<file path="config.mk">
export PLATFORM = sky130hd
export DESIGN_NAME = median_feeder_flat
export DESIGN_NICKNAME = d
export VERILOG_FILES = /design/src/rtl/median_pkg.sv /design/src/rtl/median_feeder_if.sv /design/src/rtl/median_shreg.sv /design/src/rtl/median_feeder.sv /design/src/flat_wrapper.sv
export SDC_FILE = /design/constraint.sdc
export NUM_CORES = 1
export LEC_CHECK = 0
export BUFFER_PORTS_ARGS = -buffer_cell sky130_fd_sc_hd__buf_2
export CAP_MARGIN = 20
export CORE_UTILIZATION = 30
export CTS_BUF_LIST = sky130_fd_sc_hd__clkbuf_16
export DETAILED_ROUTE_END_ITERATION = 10
export SKIP_CTS_REPAIR_TIMING = 1
export SYNTH_ARGS = -nofsm -noshare
export SYNTH_HDL_FRONTEND = slang
export SYNTH_SLANG_ARGS = --single-unit
</file>
<file path="constraint.sdc">
create_clock -name clk -period 3.2 [get_ports clk]
set_input_delay 0 -clock clk [delete_from_list [all_inputs] [get_ports clk]]
set_output_delay 0 -clock clk [all_outputs]
set_load 0.02 [all_outputs]
</file>
<file path="src/rtl/median_pkg.sv">
// Shared types and constants for the median feeder and its shift register.
package median_pkg;
  typedef enum logic [1:0] {IDLE, SEND, WAIT, HOLD} state_t;
  localparam int NB_PIX      = 9;
  localparam int MED_LATENCY = 41;
endpackage

</file>
<file path="src/rtl/median_feeder_if.sv">
// Window-in, serial median link and result-out signals of the median feeder.
interface median_feeder_if
  import median_pkg::*;
#(
  parameter int SIZE = 8
);
  logic [NB_PIX*SIZE-1:0] win;
  logic                   win_valid;
  logic                   win_ready;
  logic [SIZE-1:0]        med_di;
  logic                   med_dsi;
  logic [SIZE-1:0]        med_do;
  logic                   med_dso;
  logic [SIZE-1:0]        res;
  logic                   res_valid;
  logic                   res_ready;
  logic                   err;

  modport master (
    input  win, win_valid, med_do, med_dso, res_ready,
    output win_ready, med_di, med_dsi, res, res_valid, err
  );

  modport slave (
    output win, win_valid, med_do, med_dso, res_ready,
    input  win_ready, med_di, med_dsi, res, res_valid, err
  );
endinterface

</file>
<file path="src/rtl/median_shreg.sv">
// Nine-entry parallel-load / serial-out pixel register; entry 0 is the head.
// Load and shift together drop pixel 0 on the load edge, leaving pixel 1 at the head.
module median_shreg
  import median_pkg::*;
#(
  parameter int SIZE = 8
) (
  input  logic                   clk,
  input  logic                   rst,
  input  logic                   load,
  input  logic                   shift,
  input  logic [NB_PIX*SIZE-1:0] din,
  output logic [SIZE-1:0]        head
);
  logic [NB_PIX*SIZE-1:0] data;
  logic [NB_PIX*SIZE-1:0] src;

  always_comb begin
    src = data;
    if (load) src = din;
  end

  always_ff @(posedge clk or posedge rst) begin
    if (rst) begin
      data <= '0;
    end else if (load || shift) begin
      data <= shift ? (src >> SIZE) : src;
    end
  end

  assign head = data[SIZE-1:0];
endmodule

</file>
<file path="src/rtl/median_feeder.sv">
// Serialises a 3x3 window to the median core and returns the median via valid/ready.
// MEDIAN_FEEDER_TIMEOUT_EN adds a sticky ERR when the core stays silent for TIMEOUT cycles.
module median_feeder
  import median_pkg::*;
#(
  parameter int SIZE    = 8,
  parameter int TIMEOUT = 63
) (
  input logic             clk,
  input logic             rst,
  median_feeder_if.master bus
);
  localparam int          CW       = $clog2(TIMEOUT + 1);
  localparam logic [3:0]  LAST_IDX = 4'(NB_PIX - 1);

  state_t          state;
  logic [3:0]      idx;
  logic [CW-1:0]   wait_cnt;
  logic [CW-1:0]   wait_cnt_inc;
  logic [SIZE-1:0] di_q;
  logic [SIZE-1:0] res_q;
  logic            dsi_q;
  logic            res_valid_q;
  logic            hs;
  logic            shift;
  logic [SIZE-1:0] head;

  assign bus.win_ready = (state == IDLE) && !rst;
  assign hs            = bus.win_valid && bus.win_ready;
  assign shift         = hs || ((state == SEND) && (idx != LAST_IDX));
  assign wait_cnt_inc  = (wait_cnt == '1) ? wait_cnt : wait_cnt + CW'(1);

  median_shreg #(.SIZE(SIZE)) u_shreg (
    .clk  (clk),
    .rst  (rst),
    .load (hs),
    .shift(shift),
    .din  (bus.win),
    .head (head)
  );

`ifdef MEDIAN_FEEDER_TIMEOUT_EN
  localparam logic [CW-1:0] TO_VAL = CW'(TIMEOUT);
  logic err_q;
  logic timeout_hit;
  // Fires on the edge where the counter would reach TIMEOUT.
  assign timeout_hit = (wait_cnt_inc == TO_VAL);
  assign bus.err     = err_q;
`else
  assign bus.err = 1'b0;
`endif

  always_ff @(posedge clk or posedge rst) begin
    if (rst) begin
      state       <= IDLE;
      idx         <= '0;
      wait_cnt    <= '0;
      di_q        <= '0;
      dsi_q       <= 1'b0;
      res_q       <= '0;
      res_valid_q <= 1'b0;
`ifdef MEDIAN_FEEDER_TIMEOUT_EN
      err_q       <= 1'b0;
`endif
    end else begin
      case (state)
        IDLE: begin
          if (hs) begin
            dsi_q <= 1'b1;
            di_q  <= bus.win[SIZE-1:0];
            idx   <= '0;
            state <= SEND;
          end
        end
        SEND: begin
          if (idx == LAST_IDX) begin
            dsi_q    <= 1'b0;
            di_q     <= '0;
            idx      <= '0;
            wait_cnt <= '0;
            state    <= WAIT;
          end else begin
            idx  <= idx + 4'd1;
            di_q <= head;
          end
        end
        WAIT: begin
          wait_cnt <= wait_cnt_inc;
          if (bus.med_dso) begin
            res_q       <= bus.med_do;
            res_valid_q <= 1'b1;
            state       <= HOLD;
          end
`ifdef MEDIAN_FEEDER_TIMEOUT_EN
          else if (timeout_hit) begin
            err_q <= 1'b1;
            res_q <= '0;
            state <= IDLE;
          end
`endif
        end
        HOLD: begin
          if (bus.res_ready) begin
            res_valid_q <= 1'b0;
            state       <= IDLE;
          end
        end
        default: state <= IDLE;
      endcase
    end
  end

  assign bus.med_di    = di_q;
  assign bus.med_dsi   = dsi_q;
  assign bus.res       = res_q;
  assign bus.res_valid = res_valid_q;
endmodule

</file>
<file path="src/flat_wrapper.sv">
// flat-port wrapper written by rule: the top's interface ports become plain ports
module median_feeder_flat import median_pkg::*;
#(
  parameter int SIZE    = 8,
  parameter int TIMEOUT = 63
)
  (clk, rst, bus_win, bus_win_valid, bus_med_do, bus_med_dso, bus_res_ready, bus_win_ready, bus_med_di, bus_med_dsi, bus_res, bus_res_valid, bus_err);
  median_feeder_if #(.SIZE(SIZE)) bus_i ();
  input logic clk;
  input logic rst;
  input wire logic [$bits(bus_i.win)-1:0] bus_win;
  input wire logic [$bits(bus_i.win_valid)-1:0] bus_win_valid;
  input wire logic [$bits(bus_i.med_do)-1:0] bus_med_do;
  input wire logic [$bits(bus_i.med_dso)-1:0] bus_med_dso;
  input wire logic [$bits(bus_i.res_ready)-1:0] bus_res_ready;
  output wire logic [$bits(bus_i.win_ready)-1:0] bus_win_ready;
  output wire logic [$bits(bus_i.med_di)-1:0] bus_med_di;
  output wire logic [$bits(bus_i.med_dsi)-1:0] bus_med_dsi;
  output wire logic [$bits(bus_i.res)-1:0] bus_res;
  output wire logic [$bits(bus_i.res_valid)-1:0] bus_res_valid;
  output wire logic [$bits(bus_i.err)-1:0] bus_err;
  assign bus_i.win = bus_win;
  assign bus_i.win_valid = bus_win_valid;
  assign bus_i.med_do = bus_med_do;
  assign bus_i.med_dso = bus_med_dso;
  assign bus_i.res_ready = bus_res_ready;
  assign bus_win_ready = bus_i.win_ready;
  assign bus_med_di = bus_i.med_di;
  assign bus_med_dsi = bus_i.med_dsi;
  assign bus_res = bus_i.res;
  assign bus_res_valid = bus_i.res_valid;
  assign bus_err = bus_i.err;
  median_feeder #(.SIZE(SIZE), .TIMEOUT(TIMEOUT)) u_core (.clk(clk), .rst(rst), .bus(bus_i));
endmodule
</file>
After elaboration in Yosys (flattened, before gate mapping)
Cells that the tools add are included.
{ "op_classes": {"addsub": 1, "eq_ne": 9, "mux": 19, "reduce_logical": 16} }
{ "op_table": {"columns": ["cell", "count"], "rows": [
  ["72-bit two-way mux", 2],
  ["8-bit two-way mux", 2],
  ["8-bit one-hot mux with 2 select lines", 1],
  ["2-bit two-way mux", 4],
  ["4-bit two-way mux", 2],
  ["2-bit one-hot mux with 4 select lines", 1],
  ["4-bit one-hot mux with 2 select lines", 1],
  ["2-bit != test (second input constant)", 3],
  ["2-bit AND reduction", 3],
  ["3-bit AND reduction", 2],
  ["2-bit nonzero test", 3],
  ["4-bit by 1-bit adder with 4-bit output (second input constant)", 1],
  ["2-bit == test (second input constant)", 2],
  ["4-bit == test (second input constant)", 1],
  ["1-bit two-way mux", 4],
  ["4-bit != test (second input constant)", 1],
  ["1-bit one-hot mux with 2 select lines", 2],
  ["4-bit AND reduction", 1],
  ["1-bit logical AND", 3],
  ["2-bit by 1-bit == test with 1-bit output (second input constant)", 1],
  ["2-bit zero test", 1],
  ["1-bit logical OR", 2],
  ["2-bit by 1-bit != test with 1-bit output (second input constant)", 1],
  ["1-bit zero test", 1]
]} }
{ "word_totals": {"reg_bits": 96, "inputBits": 85, "out_inout_bits": 20, "word_cells": 53} }

Depth between registers and ports, before layout
Gate-level depths: netlist of the first run.
{ "depth": {"word_depth": 6, "ltp_mapped": 9, "ltp_nobuf": 6} }

By module
From an unflattened synthesis of the first run, not the netlist that was laid out.
{ "unflattened": {"cells_unflattened": 348, "hier_area_um2": 4628.2} }
{ "modules_own_cells": {"columns": ["mod", "n_inst", "cells_per_inst", "area_per_inst_um2", "seq_area_each_um2"], "rows": [
  ["median_shreg", 1, 241, 3413.3, 1801.7],
  ["median_feeder", 1, 107, 1214.9, 600.6]
]} }

Least setup slack after synthesis of the first run
Ideal clock, no wire load.
{ "synth_path": {"path_kind": "register -> register", "from": "register u_core.state[0]", "to": "register u_core.u_shreg.data[64]", "setup_time_ps": 120, "t_arrival_ps": 1714, "required_ps": 3080, "slack_ps": 1366, "stages_incl_launch_ff": 8, "n_path_buf": 2, "period_less_slack_ps": 1834, "cell_sequence": "dfrtp_1 -> inv_1 -> ha_1 -> buf_4 -> nor2b_1 -> nand2_1 -> buf_2 -> and3_1"} }
{ "synth_between": {"elab_chain_cells": 5, "word_cells_on_any_way": 9, "cone_classes": "eq/ne (1); mux (2); reduce/logical (6)"} }
{ "synth_lines": {"columns": ["item", "line", "text"], "rows": [
  ["start, declared", "median_feeder.sv:16", "state_t state;"],
  ["start signal, assigned", "median_feeder.sv:55", "state <= IDLE;"],
  ["start signal, assigned", "median_feeder.sv:72", "state <= SEND;"],
  ["start signal, assigned", "median_feeder.sv:81", "state <= WAIT;"],
  ["2-bit zero test *", "median_feeder.sv:28", "assign bus.win_ready = (state == IDLE) && !rst;"],
  ["1-bit logical AND *", "median_feeder.sv:28", null],
  ["via bus_win_ready", "flat_wrapper.sv:16", "output wire logic [$bits(bus_i.win_ready)-1:0] bus_win_ready;"],
  ["1-bit logical AND *", "median_feeder.sv:29", "assign hs = bus.win_valid && bus.win_ready;"],
  ["72-bit two-way mux / 1-bit logical OR (equally long branches)", "median_shreg.sv:20, median_feeder.sv:30", null],
  ["72-bit two-way mux / 1-bit logical OR (equally long branches)", "median_shreg.sv:27, median_shreg.sv:26", null],
  ["end signal, assigned", "median_shreg.sv:27", "data <= shift ? (src >> SIZE) : src;"],
  ["end, declared", "median_shreg.sv:15", "logic [NB_PIX*SIZE-1:0] data;"]
]} }
Mark *: on every way through the listed nets, which the timed path passes. The rest lies on a longest branch. The select of a mux whose other input is x is not followed.
A chain may end at the register's enable or synchronous reset.

Worst setup path in the final report of the first run
{ "layout_path": {"from": "register u_core.state[1]", "to": "register u_core.u_shreg.data[40]"} }
{ "layout_between": {"elab_chain_cells": 5, "word_cells_on_any_way": 9, "cone_classes": "eq/ne (1); mux (2); reduce/logical (6)"} }
{ "layout_lines": {"columns": ["item", "line"], "rows": [
  ["2-bit zero test", "median_feeder.sv:28"],
  ["1-bit logical AND", "median_feeder.sv:28"],
  ["1-bit logical AND", "median_feeder.sv:29"],
  ["72-bit two-way mux / 1-bit logical OR (equally long branches)", "median_shreg.sv:20, median_feeder.sv:30"],
  ["72-bit two-way mux / 1-bit logical OR (equally long branches)", "median_shreg.sv:27, median_shreg.sv:26"]
]} }
Parallel ways exist; a longest one is shown, timed or not. The select of a mux whose other input is x is not followed.

==> impl_metrics.json, run 1 <==
{
  "critical_path.max_fanout": 64,
  "leakage_power_nw": 3.00,
  "clkTransAtPathRegs_ns": 0.06,
  "yosys_warnings": 0,
  "io_buffers": 103,
  "timing.hold.worst.class": "primary input to register",
  "grt_pass1_wl_um": 18000,
  "max_slew.worst_pin.slew_ns": 0.926,
  "antenna_found_initial": 0,
  "worst_setup_path_end_kind": "register",
  "tritoncts_clock_tree": "yes",
  "synthToLayoutAreaGrowth_pct": 40.0,
  "count_of_clock_tree_sinks": 96,
  "path_class": "register to register",
  "seq_power_share_pct": 38.7,
  "post_synthesis_cells": 473,
  "critical-path-slowest-cell": "buf_4",
  "timing.clock.skew_ns": 0.00572,
  "critical_path.most_common_cell": "a21oi_1",
  "detail_route.iter0.violations": 299,
  "overflow": 0,
  "h-tree-depth": 3,
  "detailedPlace.worstSlack_ns": 0.993,
  "global_route.usage.total_pct": 15.5,
  "holdWs_ns": -0.0316,
  "placed_cell_area_mm2": 0.00503,
  "setup_repair_after_global_routing_missed_its_margin": "false",
  "power.total_mw": 5.35,
  "violations": "hold timing",
  "die_h_um": 123,
  "async_flop_share_pct": 100,
  "cts_made_buffers": 9,
  "worstPathArrival_ns": 2.48,
  "outcome": "finished with violations",
  "required_ns": 3.46,
  "cts_root_buffer_type": "clkbuf_16",
  "finalNonFillerCells": 828,
  "wl_um": 12000,
  "vdd.ir_drop.worst_mv": 0.336,
  "maxSlewHeadroom_pct": 38.3,
  "worstPathCellList": "inv_1 -> ha_1 -> inv_2 -> a21oi_4 -> buf_4 -> a21oi_1 -> a21oi_1",
  "drc_errors": 0,
  "worst_skew_pair_latency_ns": 0.34,
  "top_level_ports": 105,
  "yosysTopAreaCellShare_pct": 54.5,
  "avgRoutedWirePerCell_um": 14.5,
  "synth_enable_flop_cells": 0,
  "ys_seq_area_share_pct": 54.5,
  "synth_area_mm2": 0.00441,
  "hold_violations": 1,
  "post_synth_main_area_contributors": "dfrtp_1 (54%), a21oi_1 (15%), nand2_1 (6.0%)",
  "layout_worst_path_cycle_share_pct": 69.3,
  "synth_area_leader_cell": "dfrtp_1",
  "fin_tns_setup_ns": 0,
  "p_comb_share_pct": 38.4,
  "pwr-share-clk_pct": 22.9,
  "fin_ws_ns": 0.981,
  "setup_viol": 0,
  "category_of_the_worst_setup_path_launch_point": "register",
  "core_area_mm2": 0.0141,
  "timing.critical_path.slowest_cell_delay_ns": 0.53,
  "drv_cap": 0,
  "nNetsFinal": 735,
  "synth_seq_cells": 96,
  "hpwlAfterDp_um": 7630,
  "nFillCells": 1382,
  "drt-vias-per-instance": 4.80,
  "numPlacedInstances": 732,
  "rows": 43,
  "power.density_mw_per_mm2": 868,
  "n_antenna_cell": 0,
  "switching_share_pct": 37.3,
  "syn_nets": 565,
  "syn-mean-instance-area_um2": 9.32,
  "report.final.slew_viol_count": 0,
  "stdcell_area_mm2": 0.00617,
  "gpl.final_weighted_congestion": 0.764,
  "grt_pass1_vias": 3589,
  "fmax_mhz": 451,
  "ys.flop_type": "dfrtp_1",
  "drt_first_pass_iters": 7,
  "initial_core_utilization_pct": 31.3,
  "largest_net_degree_at_the_start_of_global_routing": 73,
  "power_switching_mw": 2.00,
  "chip_width_um": 123,
  "final_period_minus_worst_setup_slack_ns": 2.22,
  "final_layout_size_suffix_gt1_share_pct": 22.7,
  "synth.distinct_cells": 40,
  "dieArea_mm2": 0.0152,
  "antenna_left": 0,
  "clk_path_buf_depth": 2,
  "dr_total_vias": 3974,
  "cell_internal_pwr_mw": 3.36
}
==> power groups by stage <==
stage / registers, mW / logic (mW) / clock network (mW)
finish: 2.07 / 2.06 / 1.23
global route: 2.14 / 2.30 / 1.31
CTS: 2.07 / 2.00 / 1.26
detailed placement: 2.09 / 2.00 / 0
global placement: 2.07 / 1.94 / 0
floorplan: 2.12 / 1.44 / 0
==> registers in the layout (all words and copies together), names as in the netlist <==
name and cells:
u_core.bus.med_di 8, u_core.bus.res 8, u_core.bus.med_dsi 1, u_core.state 2
u_core.bus.res_valid 1, u_core.idx 4, u_core.u_shreg.data 72
==> final timing paths <==
kind / from / endpoint / slack (ns) / depth (start not counted)
setup / recovery: u_core.state[1]$_DFFE_PP0P_ / u_core.u_shreg.data[40]$_DFFE_PP0P_ / 0.98 / 7
hold / removal: bus_res_ready / u_core.bus.res_valid$_DFFE_PP0P_ / -0.03 / 4
setup reg to reg: u_core.state[1]$_DFFE_PP0P_ / u_core.u_shreg.data[40]$_DFFE_PP0P_ / 0.98 / 7
hold reg to reg: u_core.bus.med_di[6]$_DFFE_PP0P_ / u_core.bus.med_di[6]$_DFFE_PP0P_ / 0.49 / 2
max in group asynchronous: rst / u_core.bus.med_di[4]$_DFFE_PP0P_ / 1.99 / 4
min in group asynchronous: rst / u_core.bus.med_di[7]$_DFFE_PP0P_ / 0.46 / 3
==> placed cells by master, fill, tap and decap left out, types with 2 or more instances in the layout <==
cell type      instances
nand3_1                2
mux2_2                 9
and3_1                 8
buf_4                  7
bufinv_16              3
a21oi_1              130
buf_2                103
nor2_1                68
a222oi_1               7
nand2_1               70
mux2i_1                2
dlygate4sd3_1         80
o21ai_0                3
ha_1                   7
dfrtp_1               96
clkbuf_16              9
inv_1                 15
==> metal layers <==
| layer | track usage, % | vias to the layer above | routed length (um) |
|---|---|---|---|
| met1 | 21.0 | 1916 | 5550 |
| met4 | 5.20 | 0 | 157 |
| met3 | 2.77 | 13 | 434 |
| met2 | 25.0 | 101 | 5900 |
| li1 | - | 1944 | - |
| met5 | 0 | - | 0 |
==> cells in the mapped netlist (2+ instances only) <==
| cell type | number |
|---|---|
| a21oi_1 | 130 |
| dfrtp_1 | 96 |
| nand2_1 | 71 |
| nor2_1 | 68 |
| buf_2 | 16 |
| inv_1 | 15 |
| buf_4 | 12 |
| mux2_2 | 9 |
| and3_1 | 8 |
| a222oi_1 | 7 |
| ha_1 | 7 |
| o21ai_0 | 3 |
| and3b_1 | 2 |
| mux2i_1 | 2 |
| nand3_1 | 2 |
==> layout make-up <==
| class | instances | area (um2) | share of cell area, % |
|---|---|---|---|
| inverters | 16 | 62.6 | 1.01 |
| flip-flops and latches | 96 | 2400 | 38.9 |
| multi-input cells | 329 | 1750 | 28.4 |
| clock inverters | 7 | 111 | 1.80 |
| clock buffers | 9 | 225 | 3.65 |
| repair buffers | 191 | 1390 | 22.5 |
| well taps | 180 | 225 | 3.65 |
==> per-stage QoR <==
step	hold slack, ns	util (%)
2_1_floorplan	0.0851	-
3_3_place_gp	0.232	35.7
3_5_place_dp	0.236	35.7
4_1_cts	-0.128	38.1
5_1_grt	0.00534	43.8
6_report	-0.0316	43.8
==> critical path, delay by kind of cell, from the launching register on <==
family,cells,cell delay (ns)
AO/OA/AOI/OAI,3,0.51
adder cells (fa/ha/maj),1,0.38
buffers and inverters,3,0.80
flip-flops,1,0.41
==> cell families after synthesis <==
family	Yosys count	share of synthesized area, %
buf+inv	48	5.82
mux	12	3.09
compound gates	148	18.8
simple gates	161	15.8
flops	96	54.5
other cells	1	0.0851
fa+ha+maj	7	1.99
Note: power is estimated with default switching activity, not from simulation.
==> run 2: changes to the inputs <==
==> constraint.sdc (replaced) <==
create_clock -name clk -period 2.3 [get_ports clk]
set_input_delay 0 -clock clk [delete_from_list [all_inputs] [get_ports clk]]
set_output_delay 0 -clock clk [all_outputs]
set_load 0.02 [all_outputs]
==> run 2 against run 1 <==
  * The run now ends clean
  * Largest cell class unchanged
  * Clock skew grew 0.0041 ns
  * Global-route usage shrank 0.54 points
  * Die area is the same
  * Largest power group is now combinational logic
==> impl_metrics.json, run 2 (synthesized netlist as in run 1, its figures left out) <==
{
  "outcome": "finished clean",
  "timing.critical_path.slowest_cell_delay_ns": 0.44,
  "antenna_left": 0,
  "setup.reg_to_reg.worst_slack_ns": 0.36,
  "power.density_mw_per_mm2": 1200,
  "drv_cap": 0,
  "setup_repair_after_global_routing_missed_its_margin": "false",
  "required_ns": 2.57,
  "worstPathCellList": "inv_1 -> ha_1 -> nor2b_4 -> a21o_2 -> buf_12 -> nand2_1 -> a21oi_1",
  "top_level_ports": 105,
  "detail_route.iter0.violations": 203,
  "seq_power_share_pct": 38.4,
  "drt-vias-per-instance": 4.78,
  "dieArea_mm2": 0.0152,
  "drt_first_pass_iters": 4,
  "vdd.ir_drop.worst_mv": 0.540,
  "max_slew.worst_pin.slew_ns": 0.524,
  "avgRoutedWirePerCell_um": 13.9,
  "count_of_clock_tree_sinks": 96,
  "h-tree-depth": 3,
  "r2r_cells": 7,
  "chip_width_um": 123,
  "worstHoldStart": "bus_win_valid",
  "holdPathStages": 4,
  "worstPathArrival_ns": 2.21,
  "path_class": "register to register",
  "overflow": 0,
  "die_h_um": 123,
  "n_antenna_cell": 0,
  "global_route.usage.total_pct": 14.9,
  "clkTransAtPathRegs_ns": 0.06,
  "wl_um": 11500,
  "nNetsFinal": 735,
  "critical_path.max_fanout": 55,
  "hold-path-endpoint": "u_core.idx[3]$_DFFE_PP0P_",
  "category_of_the_worst_setup_path_launch_point": "register",
  "setup_viol": 0,
  "worst_flop_to_flop_path_startpoint": "u_core.idx[0]$_DFFE_PP0P_",
  "switching_share_pct": 36.7,
  "p_comb_share_pct": 39.0,
  "synthToLayoutAreaGrowth_pct": 41.3,
  "power_switching_mw": 2.74,
  "core_area_mm2": 0.0141,
  "clk_path_buf_depth": 2,
  "cell_internal_pwr_mw": 4.72,
  "critPathTopFamily": "compound AO/OA/AOI/OAI gates",
  "final_common_cell": "a21oi_1",
  "critical-path-slowest-cell": "a21o_2",
  "timing.clock.skew_ns": 0.00983,
  "timing.hold.worst.class": "primary input to register",
  "cts_made_buffers": 9,
  "grt_pass1_vias": 3600,
  "fin_tns_setup_ns": 0,
  "fmax_mhz": 515,
  "cts_root_buffer_type": "clkbuf_16",
  "report.final.slew_viol_count": 0,
  "antenna_found_initial": 0,
  "worst_skew_pair_latency_ns": 0.35,
  "drc_errors": 0,
  "io_buffers": 103,
  "rows": 43,
  "holdWs_ns": 0.174,
  "maxSlewHeadroom_pct": 65.1,
  "initial_core_utilization_pct": 31.3,
  "tritoncts_clock_tree": "yes",
  "placed_cell_area_mm2": 0.00507,
  "worst_setup_path_end_kind": "register",
  "crit-reg2reg-capture": "u_core.u_shreg.data[43]$_DFFE_PP0P_",
  "nFillCells": 1371,
  "final_layout_size_suffix_gt1_share_pct": 22.4,
  "hpwlAfterDp_um": 7190,
  "dr_total_vias": 3959,
  "leakage_power_nw": 3.01,
  "pwr-share-clk_pct": 22.6,
  "grt_pass1_wl_um": 17500,
  "max_ffs_per_register": 72,
  "layout.core_utilization_pct": 44.2,
  "layout_worst_path_cycle_share_pct": 84.5,
  "stdcell_area_mm2": 0.00623,
  "mostFrequentLayoutCells": "a21oi_1 (130), buf_2 (103), dfrtp_1 (96)",
  "register_name_with_the_most_flops": "u_core.u_shreg.data",
  "final_period_minus_worst_setup_slack_ns": 1.94,
  "hold_violations": 0,
  "gpl.final_weighted_congestion": 0.788,
  "largest_net_degree_at_the_start_of_global_routing": 84,
  "critical_path_buffer_and_inverter_count": 2
}
==> run 2: layout make-up <==
cell class              instances  area [um2]  share of cell area, %
clock buffers                   9         225                   3.62
clock inverters                 7         113                   1.81
inverters                      16        63.8                   1.02
multi-input cells             329        1750                   28.2
flip-flops and latches         96        2400                   38.6
well taps                     180         225                   3.62
repair buffers                191        1440                   23.2
==> run 2: worst max-delay path by stage <==
stage	from	to	slack, ns	cells after the start
finish	u_core.idx[0]$_DFFE_PP0P_	u_core.u_shreg.data[43]$_DFFE_PP0P_	0.36	7
floorplan	u_core.state[0]$_DFFE_PP0P_	u_core.u_shreg.data[64]$_DFFE_PP0P_	0.47	7
detailed placement	u_core.idx[0]$_DFFE_PP0P_	u_core.u_shreg.data[60]$_DFFE_PP0P_	0.39	7
global route	u_core.idx[1]$_DFFE_PP0P_	u_core.u_shreg.data[19]$_DFFE_PP0P_	0.22	7
CTS	u_core.idx[0]$_DFFE_PP0P_	u_core.u_shreg.data[43]$_DFFE_PP0P_	0.33	7
global placement	u_core.idx[0]$_DFFE_PP0P_	u_core.u_shreg.data[46]$_DFFE_PP0P_	0.45	7
==> run 2: tightest hold or removal path: cells and delay by family <==
kind          cells  cell delay (ns)
buf+inv           1             0.13
simple gates      3             0.36
==> run 2: power by group through the flow <==
stage	registers (mW)	logic (mW)	clock network, mW
floorplan	2.95	2.00	0
finish	2.87	2.91	1.69
CTS	2.87	2.83	1.74
global placement	2.87	2.73	0
detailed placement	2.89	2.82	0
global route	2.95	3.27	1.82
==> run 2: through the flow <==
step | total power, mW | setup slack, ns | instances
6_report | 7.47 | 0.357 | 828
5_1_grt | 8.04 | 0.221 | 828
4_1_cts | 7.44 | 0.335 | 746
3_5_place_dp | 5.72 | 0.386 | 730
3_3_place_gp | 5.60 | 0.453 | 730
2_1_floorplan | 4.96 | 0.466 | 473
==> run 2: routing by layer <==
metal / global-route usage [%] / wire length, um / vias up
met5: 0 / 0 / -
li1: - / - / 1939
met4: 3.84 / 106 / 0
met3: 4.75 / 481 / 9
met1: 19.8 / 5300 / 1905
met2: 23.6 / 5600 / 106
